## config.mk

```make
export PLATFORM = sky130hd
export DESIGN_NAME = mem_wb_stage
export DESIGN_NICKNAME = d
export VERILOG_FILES = /design/src/rtl/mem_wb_stage.sv
export SDC_FILE = /design/constraint.sdc
export NUM_CORES = 1
export LEC_CHECK = 0
export BUFFER_PORTS_ARGS = -buffer_cell sky130_fd_sc_hd__buf_2
export CELL_PAD_IN_SITES_DETAIL_PLACEMENT = 1
export CELL_PAD_IN_SITES_GLOBAL_PLACEMENT = 2
export CORE_MARGIN = 3
export CORE_UTILIZATION = 24
export DETAILED_ROUTE_END_ITERATION = 8
export GPL_ROUTABILITY_DRIVEN = 0
export GPL_TIMING_DRIVEN = 0
export PLACE_DENSITY = 0.8
export SYNTH_ARGS = -nofsm -noshare
export SYNTH_HDL_FRONTEND = slang
export SYNTH_SLANG_ARGS = --single-unit
export TNS_END_PERCENT = 50
```

## constraint.sdc

```tcl
create_clock -name clk -period 6.16 [get_ports clk]
set_input_delay 0.616 -clock clk [delete_from_list [all_inputs] [get_ports clk]]
set_output_delay 0.616 -clock clk [all_outputs]
set_load 0.1 [all_outputs]
```

## src/rtl/mem_wb_stage.sv

```systemverilog
// MIPS memory stage with the MEM/WB pipeline register: drives the data-memory handshake,
// lane-steers store data, extends load data and stalls upstream while memory is busy.
module mem_wb_stage #(
    parameter int DM_TIMEOUT = 16
) (
    input  logic        clk,
    input  logic        reset,
    input  logic        M_valid,
    input  logic [31:0] M_PC,
    input  logic [31:0] M_ins,
    input  logic [31:0] M_alu_res,
    input  logic [31:0] M_reg_rs,
    input  logic [31:0] M_reg_rt,
    output logic        M_stall,
    output logic        dm_req,
    output logic        dm_we,
    output logic [31:0] dm_addr,
    output logic [3:0]  dm_be,
    output logic [31:0] dm_wdata,
    input  logic        dm_ready,
    input  logic [31:0] dm_rdata,
    output logic        W_valid,
    output logic [31:0] W_PC,
    output logic [31:0] W_ins,
    output logic [31:0] W_alu_res,
    output logic [31:0] W_reg_rs,
    output logic [31:0] W_reg_rt,
    output logic [31:0] W_mem_read,
    output logic        W_exc
);
    localparam int CW = $clog2(DM_TIMEOUT + 1);

    typedef enum logic {IDLE, WAIT} state_t;

    typedef struct packed {
        logic        valid;
        logic [31:0] pc;
        logic [31:0] ins;
        logic [31:0] alu;
        logic [31:0] rs;
        logic [31:0] rt;
        logic [31:0] mem_read;
        logic        exc;
    } wreg_t;

    state_t         state_q, state_d;
    logic [CW-1:0]  cnt_q, cnt_d;
    wreg_t          w_q, w_d;

    logic [5:0]  opc;
    logic [1:0]  off;
    logic        is_load, is_store, is_mem, sz_word, sz_half, sgn, misaligned;
    logic [7:0]  ld_byte;
    logic [15:0] ld_half;
    logic [31:0] ld_ext;
    wreg_t       w_pass, w_full, w_abort;

    assign opc = M_ins[31:26];
    assign off = M_alu_res[1:0];

    always_comb begin
        is_load  = 1'b0;
        is_store = 1'b0;
        sz_word  = 1'b0;
        sz_half  = 1'b0;
        sgn      = 1'b0;
        case (opc)
            6'h23: begin is_load  = 1'b1; sz_word = 1'b1;             end
            6'h20: begin is_load  = 1'b1; sgn = 1'b1;                 end
            6'h24: begin is_load  = 1'b1;                             end
            6'h21: begin is_load  = 1'b1; sz_half = 1'b1; sgn = 1'b1; end
            6'h25: begin is_load  = 1'b1; sz_half = 1'b1;             end
            6'h2B: begin is_store = 1'b1; sz_word = 1'b1;             end
            6'h28: begin is_store = 1'b1;                             end
            6'h29: begin is_store = 1'b1; sz_half = 1'b1;             end
            default: ;
        endcase
    end

    assign is_mem     = is_load | is_store;
    assign misaligned = (sz_word && off != 2'b00) || (sz_half && off[0]);

    // Request side is a pure function of the held M_* inputs, so it stays stable across WAIT.
    assign dm_we   = is_store;
    assign dm_addr = {M_alu_res[31:2], 2'b00};

    always_comb begin
        dm_be    = 4'b0000;
        dm_wdata = 32'h0;
        if (is_store) begin
            if (sz_word) begin
                dm_be    = 4'b1111;
                dm_wdata = M_reg_rt;
            end else if (sz_half) begin
                dm_be    = off[1] ? 4'b1100 : 4'b0011;
                dm_wdata = {2{M_reg_rt[15:0]}};
            end else begin
                dm_be    = 4'b0001 << off;
                dm_wdata = {4{M_reg_rt[7:0]}};
            end
        end
    end

    assign ld_byte = dm_rdata[{off, 3'b000} +: 8];
    assign ld_half = dm_rdata[{off[1], 4'b0000} +: 16];

    always_comb begin
        if (sz_word)      ld_ext = dm_rdata;
        else if (sz_half) ld_ext = {{16{sgn & ld_half[15]}}, ld_half};
        else              ld_ext = {{24{sgn & ld_byte[7]}}, ld_byte};
    end

    always_comb begin
        w_pass   = '{valid: M_valid, pc: M_PC, ins: M_ins, alu: M_alu_res,
                     rs: M_reg_rs, rt: M_reg_rt, mem_read: 32'h0, exc: 1'b0};
        w_full   = w_pass;
        w_full.valid    = 1'b1;
        w_full.mem_read = is_load ? ld_ext : 32'h0;
        // Misaligned or timed-out accesses retire as a flagged nop carrying only the PC.
        w_abort       = '0;
        w_abort.valid = 1'b1;
        w_abort.pc    = M_PC;
        w_abort.exc   = 1'b1;
    end

    always_ff @(posedge clk or posedge reset) begin
        if (reset) begin
            state_q <= IDLE;
            cnt_q   <= '0;
            w_q     <= '0;
        end else begin
            state_q <= state_d;
            cnt_q   <= cnt_d;
            w_q     <= w_d;
        end
    end

    always_comb begin
        state_d = state_q;
        cnt_d   = cnt_q;
        w_d     = w_q;
        case (state_q)
            IDLE: begin
                if (!M_valid || !is_mem) begin
                    w_d = w_pass;
                end else if (misaligned) begin
                    w_d = w_abort;
                end else if (dm_ready) begin
                    w_d = w_full;
                end else begin
                    w_d     = '0;
                    state_d = WAIT;
                    cnt_d   = CW'(1);
                end
            end
            WAIT: begin
                if (dm_ready) begin
                    w_d     = w_full;
                    state_d = IDLE;
                    cnt_d   = '0;
                end else if (cnt_q == CW'(DM_TIMEOUT)) begin
                    w_d     = w_abort;
                    state_d = IDLE;
                    cnt_d   = '0;
                end else begin
                    w_d   = '0;
                    cnt_d = cnt_q + CW'(1);
                end
            end
            default: begin
                state_d = IDLE;
                cnt_d   = '0;
            end
        endcase
    end

    // Reset gates the handshake outputs so they drop in the same cycle it asserts.
    always_comb begin
        dm_req  = 1'b0;
        M_stall = 1'b0;
        if (!reset) begin
            case (state_q)
                IDLE: begin
                    dm_req  = M_valid && is_mem && !misaligned;
                    M_stall = dm_req && !dm_ready;
                end
                WAIT: begin
                    dm_req  = 1'b1;
                    M_stall = !dm_ready && (cnt_q != CW'(DM_TIMEOUT));
                end
                default: ;
            endcase
        end
    end

    assign W_valid    = w_q.valid;
    assign W_PC       = w_q.pc;
    assign W_ins      = w_q.ins;
    assign W_alu_res  = w_q.alu;
    assign W_reg_rs   = w_q.rs;
    assign W_reg_rt   = w_q.rt;
    assign W_mem_read = w_q.mem_read;
    assign W_exc      = w_q.exc;
endmodule

```

==> results.toml <==
[global_route]
antenna_found_initial = 0
grt.overflow.total = 0
grt_pass1_vias = 8246
grt_max_degree = 125
gr-usage-all-layers = 0.186
grt_pass1_wl_microns = 53500

[final_layout]
mostFrequentLayoutCells = "465 x buf_2, 200 x dfrtp_1, 124 x a21boi_0"
area_growth_syn_to_layout_pct = 41.4
fin_cells = 1689
final_layout_size_suffix_gt1_frac = 0.442
layout_commonest_cell = "buf_2"
final_net_count = 1417

[timing]
tightest_slew_ps = 957
rsz0062_at_grt = "no"
setup_viol = 0
setup_tns_ps = 0
finalClockSkew_ps = 19.9
worst_hold_slack_ps = 218
period_minus_slack_ps = 3660
hold_viol_final = 0
maxSlewViolCount = 0
slew_headroom = 0.358
fin_crit_sh = 0.594
max_freq_mhz = 273

[setup_path]
cp_common_cell = "buf_2"
worstPathRequired_ps = 5540
cpPeakStageDelay_ps = 520
cp_max_fo = 10
r2r_slack_ps = 3850
worstSetupStartpoint = "M_ins[28]"
reg2reg_depth = 5
critical_path.cell_chain = "buf_2, buf_2, nand4bb_1, clkbuf_1, nor2_2, clkbuf_1, nand2_1, a21oi_1, buf_2"
cp-end-kind = "primary output"
rr_endpoint = "W_mem_read[15]"
slowest_stage = "clkbuf_1"
r2r-start = "state_q"
critPathLaunchType = "input port"
critPathKind = "input port to primary output"
arrival_ps = 3040

[cts]
cts_hold_buf = 0
postCtsSetupRepairBufs = 0
clock_sinks = 200
cts_resized = 0
root_buffer = "clkbuf_16"
h-tree-depth = 4
cts_tree = "built"
cts_buffer_depth = 2
insertion_delay_ps = 450
path_clk_slew_ps = 90
cts_buffers = 17

[route]
vias = 7634
ant_nets = 0
drtIter0Drc = 230
dr.pass1.iters = 7
wl_per_cell_microns = 21.1
vias_per_cell = 4.52
wl_microns = 35600
drc = 0

[job]
cap_violations = 0

[die]
start_util = 0.245
die_h_microns = 194
rows = 68
core_area_sq_um = 34600
die_w_microns = 194
dieArea_sq_um = 37600
boundaryPins = 461

[synthesis]
synth_ff_type = "dfrtp_1"
post_synth_num_cell_types = 51
synth-seq-area-share = 0.591
post_synth_inst_count = 744
async_reset_ff_frac = 1.00
synth_enable_flop_cells = 0
synth_area_sq_um = 8470
synth-seq-cells = 200
synth_warnings = 0
avgSynthCellArea_sq_um = 11.4

[power]
p_total_uw = 3670
p_leak_uw = 0.00605
power_density_nw_per_um2 = 306
ir_worst_vdd_mv = 0.186

[place]
port_buffers = 454
place_hpwl_microns = 28200
dp.cells = 1655

[outcome]
status = "complete, no violations"

[hold_path]
min_path_type = "input port to async pin"
-- layer usage --
layer  routed length (microns)  global-route usage  vias to the layer above
met2                     18000               0.327                      266
met1                     14700               0.222                     3795
li1                          -                   -                     3541
met5                         0                   0                        -
met3                      2190              0.0535                       32
met4                       776              0.0535                        0
-- worst max-delay path, delay by kind of cell --
family          cells  cell delay, ps
compound gates      1             200
buf+inv             5            1490
simple gates        3             720
-- metrics by stage --
stage / instance area, sq um / utilization / setup WS (ps)
floorplan: 8480 / - / 90.0
global route: 12000 / 0.346 / 2310
detailed placement: 11400 / 0.328 / 2560
finish: 12000 / 0.346 / 2500
global placement: 11300 / 0.327 / -2420
CTS: 12000 / 0.346 / 2560
-- final cells by class --
cell class	count	area [sq um]
repair buffers	455	2300
clock inverters	14	184
plain buffers	96	547
well taps	455	569
flip-flops and latches	200	5000
inverters	10	45.0
diodes	2	5.00
clock buffers	18	439
fillers	4065	22600
multi-input cells	439	2890
-- where the power goes --
group / switching (uW) / internal [uW] / leakage, uW
sequential: 28.9 / 1390 / 0.00244
clock: 568 / 630 / 0.000301
combinational: 866 / 188 / 0.00331
-- kinds of logic (layout without fill, tap and decap cells) --
logic type,after synthesis,after routing,synth area share
muxes,24,24,0.0298
AOI/OAI and AO/OA,251,251,0.205
buffers and inverters,106,593,0.0690
DFF,200,200,0.591
and+or+nand+nor,160,160,0.102
other,1,4,0.000443
adders and majority gates,2,2,0.00295
-- worst max path at each step --
stage,to,cells after the start
2_1_floorplan,W_PC[0],1
3_3_place_gp,W_reg_rs[18],2
3_5_place_dp,dm_wdata[21],9
4_1_cts,dm_wdata[21],9
5_1_grt,dm_wdata[21],9
6_report,dm_wdata[21],9
-- state kept, by name, summed over array words and instances (netlist names), 5 cells and up --
register / cells
W_reg_rt: 32
cnt_q: 5
W_ins: 32
W_PC: 32
W_alu_res: 32
W_mem_read: 32
W_reg_rs: 32
-- Yosys cell counts, drive strengths merged (3+ instances only) --
| cell | instances | area, sq um |
|---|---|---|
| nand2b | 4 | 25.0 |
| clkbuf | 42 | 158 |
| inv | 9 | 33.8 |
| a21oi | 48 | 240 |
| nor4 | 7 | 43.8 |
| a211oi | 13 | 110 |
| o31ai | 4 | 30.0 |
| and2 | 10 | 62.6 |
| nand3 | 4 | 20.0 |
| buf | 54 | 389 |
| a2111oi | 8 | 70.1 |
| o21ai | 32 | 164 |
| dfrtp | 200 | 5000 |
| a21boi | 125 | 938 |
| and3 | 33 | 206 |
| nand4b | 7 | 61.3 |
| nor2 | 17 | 66.3 |
| a211o | 7 | 61.3 |
| nand2 | 45 | 169 |
| nor2b | 3 | 18.8 |
| nor3 | 21 | 105 |
| mux2i | 23 | 230 |
Note: power is estimated with default switching activity, not from simulation.
